$ cat src/rtl/half_adder_nand_pkg.sv
// Shared arithmetic definitions for the NAND-only adder/subtractor cell.
package half_adder_nand_pkg;
   typedef enum logic [1:0] {
      MODE_HADD = 2'b00,
      MODE_FADD = 2'b01,
      MODE_HSUB = 2'b10,
      MODE_FSUB = 2'b11
   } mode_e;

   localparam int N_MODES = 4;
endpackage

$ cat src/rtl/half_adder_nand_nand2.sv
// Two-input NAND, the single primitive every datapath function is built from.
// Purely combinational; zero latency, no flow control.
module nand2 (
   input  logic x,
   input  logic y,
   output logic z
);
   assign z = ~(x & y);
endmodule

$ cat src/rtl/half_adder_nand.sv
// Half/full adder and subtractor built only from nand2, with a registered copy of the result.
// sum/cout are combinational; sum_q/cout_q follow one clk later; no backpressure.
module half_adder_nand
   import half_adder_nand_pkg::*;
(
   input  logic       clk,
   input  logic       rst,
   input  logic       a,
   input  logic       b,
   input  logic       cin,
   input  logic [1:0] mode,
   output logic       sum,
   output logic       cout,
   output logic       sum_q,
   output logic       cout_q
);
   logic w_ab_n, w_an, w_bn, w_x;
   logic w_ha_c;
   logic w_xc_n, w_xm, w_cm, w_fs, w_fa_c;
   logic w_a_inv, w_hb_n, w_hb, w_x_inv, w_xb_n, w_fb;
   logic [1:0] w_mode_n;
   logic [N_MODES-1:0] w_dec_n, w_dec;
   logic [N_MODES-1:0] w_sum_d, w_cout_d, w_sum_t, w_cout_t;
   logic w_s01_n, w_s01, w_s23_n, w_s23;
   logic w_c01_n, w_c01, w_c23_n, w_c23;
   logic r_sum, r_cout;

   // a XOR b; w_ab_n doubles as the shared NAND(a,b) term for the carry
   nand2 u_x1 (.x(a),      .y(b),      .z(w_ab_n));
   nand2 u_x2 (.x(a),      .y(w_ab_n), .z(w_an));
   nand2 u_x3 (.x(b),      .y(w_ab_n), .z(w_bn));
   nand2 u_x4 (.x(w_an),   .y(w_bn),   .z(w_x));
   nand2 u_hc (.x(w_ab_n), .y(w_ab_n), .z(w_ha_c));

   nand2 u_f1 (.x(w_x),    .y(cin),    .z(w_xc_n));
   nand2 u_f2 (.x(w_x),    .y(w_xc_n), .z(w_xm));
   nand2 u_f3 (.x(cin),    .y(w_xc_n), .z(w_cm));
   nand2 u_f4 (.x(w_xm),   .y(w_cm),   .z(w_fs));
   nand2 u_fc (.x(w_ab_n), .y(w_xc_n), .z(w_fa_c));

   // Borrow: half = ~a & b; full adds ~(a^b) & cin
   nand2 u_b1 (.x(a),       .y(a),      .z(w_a_inv));
   nand2 u_b2 (.x(w_a_inv), .y(b),      .z(w_hb_n));
   nand2 u_b3 (.x(w_hb_n),  .y(w_hb_n), .z(w_hb));
   nand2 u_b4 (.x(w_x),     .y(w_x),    .z(w_x_inv));
   nand2 u_b5 (.x(w_x_inv), .y(cin),    .z(w_xb_n));
   nand2 u_b6 (.x(w_hb_n),  .y(w_xb_n), .z(w_fb));

   assign w_sum_d[MODE_HADD]  = w_x;
   assign w_sum_d[MODE_FADD]  = w_fs;
   assign w_sum_d[MODE_HSUB]  = w_x;
   assign w_sum_d[MODE_FSUB]  = w_fs;
   assign w_cout_d[MODE_HADD] = w_ha_c;
   assign w_cout_d[MODE_FADD] = w_fa_c;
   assign w_cout_d[MODE_HSUB] = w_hb;
   assign w_cout_d[MODE_FSUB] = w_fb;

   nand2 u_m0 (.x(mode[0]), .y(mode[0]), .z(w_mode_n[0]));
   nand2 u_m1 (.x(mode[1]), .y(mode[1]), .z(w_mode_n[1]));

   for (genvar gi = 0; gi < N_MODES; gi++) begin : g_dec
      localparam logic [1:0] SEL = 2'(gi);
      logic w_s1, w_s0;
      assign w_s1 = SEL[1] ? mode[1] : w_mode_n[1];
      assign w_s0 = SEL[0] ? mode[0] : w_mode_n[0];
      nand2 u_dn (.x(w_s1),          .y(w_s0),        .z(w_dec_n[gi]));
      nand2 u_di (.x(w_dec_n[gi]),   .y(w_dec_n[gi]), .z(w_dec[gi]));
      nand2 u_ts (.x(w_sum_d[gi]),   .y(w_dec[gi]),   .z(w_sum_t[gi]));
      nand2 u_tc (.x(w_cout_d[gi]),  .y(w_dec[gi]),   .z(w_cout_t[gi]));
   end

   // OR of the selected terms: NAND of the four inverted product terms
   nand2 u_sa (.x(w_sum_t[0]), .y(w_sum_t[1]), .z(w_s01_n));
   nand2 u_sb (.x(w_s01_n),    .y(w_s01_n),    .z(w_s01));
   nand2 u_sc (.x(w_sum_t[2]), .y(w_sum_t[3]), .z(w_s23_n));
   nand2 u_sd (.x(w_s23_n),    .y(w_s23_n),    .z(w_s23));
   nand2 u_se (.x(w_s01),      .y(w_s23),      .z(sum));

   nand2 u_ca (.x(w_cout_t[0]), .y(w_cout_t[1]), .z(w_c01_n));
   nand2 u_cb (.x(w_c01_n),     .y(w_c01_n),     .z(w_c01));
   nand2 u_cc (.x(w_cout_t[2]), .y(w_cout_t[3]), .z(w_c23_n));
   nand2 u_cd (.x(w_c23_n),     .y(w_c23_n),     .z(w_c23));
   nand2 u_ce (.x(w_c01),       .y(w_c23),       .z(cout));

   always_ff @(posedge clk) begin
      if (rst) begin
         r_sum  <= 1'b0;
         r_cout <= 1'b0;
      end else begin
         r_sum  <= sum;
         r_cout <= cout;
      end
   end

   assign sum_q  = r_sum;
   assign cout_q = r_cout;
endmodule

$ cat config.mk
export PLATFORM = sky130hd
export DESIGN_NAME = half_adder_nand
export DESIGN_NICKNAME = d
export VERILOG_FILES = /design/src/rtl/half_adder_nand_pkg.sv /design/src/rtl/half_adder_nand_nand2.sv /design/src/rtl/half_adder_nand.sv
export SDC_FILE = /design/constraint.sdc
export NUM_CORES = 1
export LEC_CHECK = 0
export ABC_AREA = 1
export CORE_AREA = 3 3 40 42
export CTS_CLUSTER_SIZE = 40
export DETAILED_ROUTE_END_ITERATION = 8
export DIE_AREA = 0 0 43 45
export PLACE_DENSITY_LB_ADDON = 0.25
export SLEW_MARGIN = 25
export SYNTH_ARGS = -nofsm -noshare
export SYNTH_HDL_FRONTEND = slang
export SYNTH_HIERARCHICAL = 1
export SYNTH_SLANG_ARGS = --single-unit
$ cat constraint.sdc
create_clock -name clk -period 3.4 [get_ports clk]
set_input_delay 0.68 -clock clk [delete_from_list [all_inputs] [get_ports clk]]
set_output_delay 0.68 -clock clk [all_outputs]
set_load 0.05 [all_outputs]
Word level (Yosys, flattened, before mapping):

Index checks and enable logic that the tools add are counted.
W data, S select, Z words.

* bitwise logic cells: 55

Operators by type and width (number)
* $and A1 B1 Y1: 30
* $not A1 Y1: 25

* register bits after elaboration: 2
* input port bits: 7
* logic and storage cells: 57

Depth between registers and ports, before layout:

* word-level depth: 17
* depth in mapped cells: 12
* depth with buffers taken out: 12

By module:

The synthesis kept the hierarchy.

By module, submodules not included
* nand2: instances 44, cells an instance 1, area an instance 3.8 um^2
* half_adder_nand: instances 1, cells an instance 6, area an instance 55.1 um^2

Worst setup path after synthesis:

No wires, ideal clock.

* path type: input to output
* start: input a
* end: output sum
* arrival time: 1681 ps
* data required time: 2720 ps
* setup slack: 1039 ps
* cell stages on the path: 10
* buffers on the path: 0
* cells stage by stage: nand2_1 nand2_1 nand2_1 nand2_1 nand2_1 nand2_1 nand2_1 nand2_1 nand2_1 nand2_1

* longest elaborated chain between the ends: 17

RTL lines
* start, declared: RTL line half_adder_nand.sv:8 `input logic a,`
* $and A1 B1 Y1: RTL line half_adder_nand_nand2.sv:8 `assign z = ~(x & y);`
* $not A1 Y1: RTL line half_adder_nand_nand2.sv:8
* $and A1 B1 Y1 *: RTL line half_adder_nand_nand2.sv:8
* $not A1 Y1 *: RTL line half_adder_nand_nand2.sv:8
* named net w_an: RTL line half_adder_nand.sv:17 `logic w_ab_n, w_an, w_bn, w_x;`
* $and A1 B1 Y1 *: RTL line half_adder_nand_nand2.sv:8
* $not A1 Y1 *: RTL line half_adder_nand_nand2.sv:8
* named net w_x: RTL line half_adder_nand.sv:17
* (+2 left out)
* named net w_xc_n: RTL line half_adder_nand.sv:19 `logic w_xc_n, w_xm, w_cm, w_fs, w_fa_c;`
* (+2 left out)
* named net w_xm: RTL line half_adder_nand.sv:19
* (+2 left out)
* named net w_fs: RTL line half_adder_nand.sv:19
* $and A1 B1 Y1 *: RTL line half_adder_nand_nand2.sv:8
* $not A1 Y1 *: RTL line half_adder_nand_nand2.sv:8
* named net w_sum_t[1]: RTL line half_adder_nand.sv:23 `logic [N_MODES-1:0] w_sum_d, w_cout_d, w_sum_t, w_cout_t;`
* $and A1 B1 Y1 *: RTL line half_adder_nand_nand2.sv:8
* named net w_s01: RTL line half_adder_nand.sv:24 `logic w_s01_n, w_s01, w_s23_n, w_s23;`
* $and A1 B1 Y1 *: RTL line half_adder_nand_nand2.sv:8
* $not A1 Y1 *: RTL line half_adder_nand_nand2.sv:8
* end, declared: RTL line half_adder_nand.sv:12 `output logic sum,`

The timed path passes the listed nets; every way through them passes the cells marked *.

Worst setup path in the final report:

* start: input a
* end: output sum

* longest elaborated chain between the ends: 17

RTL lines (RTL line)
* $and A1 B1 Y1: half_adder_nand_nand2.sv:8
* $not A1 Y1: half_adder_nand_nand2.sv:8
* named net w_ab_n: half_adder_nand.sv:17
* $and A1 B1 Y1: half_adder_nand_nand2.sv:8
* $not A1 Y1: half_adder_nand_nand2.sv:8
* named net w_an: half_adder_nand.sv:17
* $and A1 B1 Y1: half_adder_nand_nand2.sv:8
* $not A1 Y1: half_adder_nand_nand2.sv:8
* named net w_x: half_adder_nand.sv:17
* (+2 left out)
* named net w_xc_n: half_adder_nand.sv:19
* (+2 left out)
* named net w_xm: half_adder_nand.sv:19
* (+2 left out)
* named net w_fs: half_adder_nand.sv:19
* $and A1 B1 Y1: half_adder_nand_nand2.sv:8
* $not A1 Y1: half_adder_nand_nand2.sv:8
* named net w_sum_t[1]: half_adder_nand.sv:23
* $and A1 B1 Y1: half_adder_nand_nand2.sv:8
* named net w_s01: half_adder_nand.sv:24
* $and A1 B1 Y1: half_adder_nand_nand2.sv:8
* $not A1 Y1: half_adder_nand_nand2.sv:8

The timed path passes the listed nets, and every way through them passes these cells.

==> results.md <==
- Die Y-Extent: approximately 45 um
- Gr usage total: roughly 5.4%
- Sink Count: 2
- Setup WS pre-CTS: between 0.4 and 0.5 ns
- Setup tns final: 0 ns
- Ratio of cells with drive above 1 in the final layout: between 7 and 8%
- Period minus WS final: 2.906 ns
- HPWL after detailed placement: 386.8 um
- Fin worst setup slack: 0.4938 ns
- Core box area: 1285 um2
- Total Wirelength: between 400 and 500 um
- FILL cells: roughly 150
- Crit Path Class: in2out
- Period utilization: 85.48%
- Die Span X: between 40 and 50 um
- Cts hold-fix bufs: 0
- Clk slew on worst S/H paths: ~0.030 ns
- Synth Register Bits: 2
- Multi-input logic area: 172.7 um2
- Hold crit path type: in2reg
- CP Launch Type: input pin
- Post-route ant nets: 0
- First-pass GRT wire length: 710 um
- Worst-path fanout max: 6
- Crit path capture type: primary output
- Status: completed
- Hold Vio Cnt, Final: 0
- Slew @ Worst Pin: about 0.50 ns
- PortBufs: 10
- IO Pins: 11
- HP Start: rst
- Number of global-route vias before repair: 178
- Synth unique cells: 4
- GPL Wtd Cong: between 0.7 and 0.8
- CTS Buffer Depth: 2
- Cells after synthesis: 50
- Number of H-tree levels: 1
- Worst-case vdd ir drop: 0.09179 mV
- DRC: 0
- Routed length on met3: between 80 and 90 um
- Std-Cell Rows: 13
- Largest cells by area after synthesis: nand2_1 (75%), dfxtp_1 (18%), inv_1 (3.4%)
- WL met1: around 210 um
- WL per Instance: a little under 6 um
- Post-route cell area: 381.6 um2
- P per Cell Area: between 400 and 500 nW/um2
- Syn Nets: 57
- Vias after detailed routing: 286
- Vias per cell: roughly 3.7
- Area grow syn2layout: 73.30%
- Nets: 72
- Unrepaired setup endpoints after global routing: false
- CTS Buf Count: 3
- Final setup fails: 0
- Initial Util: about 17%
- Critical path required time: roughly 2.7 ns
- WL met2: roughly 150 um
- Area after DPL: roughly 360 um2
- Fmax: approximately 340 MHz
- Largest net degree at the start of global routing: 7
- Root buffer cell: clkbuf_4
- Die area: roughly 1900 um2
- Yosys top cell area share: ~75%
- Grt total ovfl: 0
- MaxCap Viol Count: 0
- Worst path most repeated cell: nand2_1
- WP data arrival: 2.23 ns
- Initial antenna violation count: 0
- Hold Crit Endpoint: cout_q
- Top Layer Used: met4
- Syn Std Cell Area: roughly 220 um2
- Hold Path Stages: 2
- Leakage power: between 0.2 and 0.25 nW
- CTS resizes: 0
- Setup bufs post-CTS: 0
- Slew Limit Fails: 0
- Area leader, netlist: nand2_1
- Sequential Area: 40.04 um2
- Slowest stage delay, CP: approximately 0.50 ns
- CTS tree: done
- Drt pass-1 iters: 3
- Worst-path cell chain: clkdlybuf4s50_1 > nand2_1 > nand2_1 > nand2_1 > nand2_1 > nand2_1 > nand2_1 > nand2_1 > nand2_1 > nand2_1 > nand2_1 > buf_12
- Yosys warns: 6
- Slowest-stage cell, CP: clkdlybuf4s50_1
- Rel. slew slack: 66.80%
- Antenna Cells: 0
- Drt initial violations: 2
- Post-synthesis sequential area ratio: 18.18%
- Syn avg cell area: about 4.4 um2
==> per-layer routing <==
layer | up-vias | GRT usage, %
met5 | - | 0
met4 | 0 | 5.422
met3 | 2 | 4.382
met2 | 13 | 5.988
met1 | 96 | 5.967
li1 | 175 | -
==> final cells by class <==
type	instances	area share [%]
Multi-Input combinational cell	46	45.25
Timing Repair Buffer	10	31.48
Clock buffer	3	5.902
Sequential cell	2	10.49
Tap cell	15	4.918
Inverter	2	1.967
==> flip-flops by register name (all words and copies together), names as in the netlist <==
name and count:
cout_q 1, sum_q 1
==> placed cells by master (no fill, tap or decap), drive strengths merged <==
master,netlist,routed
nand2,44,44
clkdlybuf4s50,0,8
clkbuf,0,3
inv,2,2
nor2,2,2
dfxtp,2,2
buf,0,2
==> Yosys cell counts (all sizes together) <==
| cell type | number |
|---|---|
| nand2 | 44 |
| dfxtp | 2 |
| inv | 2 |
| nor2 | 2 |
==> critical path, delay by kind of cell <==
| family | cells | cell delay (ns) |
|---|---|---|
| buf+inv | 2 | 0.65 |
| simple gates | 10 | 0.89 |
==> worst max path at each step <==
stage / startpoint / end / slack, ns / cells past startpoint
global placement: a / sum / 0.52 / 12
detailed placement: a / sum / 0.50 / 12
finish: a / sum / 0.49 / 12
global route: a / sum / 0.29 / 12
floorplan: a / sum / 1.04 / 10
CTS: a / sum / 0.50 / 12
==> logic make-up (layout without fill, tap and decap cells) <==
| group | after synthesis | after routing | share of synthesized area [%] |
|---|---|---|---|
| simple gates | 46 | 46 | 78.41 |
| flops | 2 | 2 | 18.18 |
| buf+inv | 2 | 15 | 3.410 |
==> where the power goes <==
group,leakage [nW],internal (W),switching (W)
logic,0.201,0.0000390,0.0000548
registers,0.0167,0.0000268,0.000000628
clock network,0.0138,0.0000388,0.0000119
total,0.231,0.000105,0.0000673
==> per-stage QoR <==
stage	std cells	utilization, %	hold slack (ns)	power [W]
after floorplan	50	-	0.7524	0.00008320
after global placement	75	27.95	1.244	0.0001227
after detailed placement	75	27.95	1.243	0.0001225
after CTS	78	29.70	1.017	0.0001760
after global routing	78	29.70	1.029	0.0001875
final	78	29.70	1.021	0.0001719
Power figures use the tool's default switching activity.
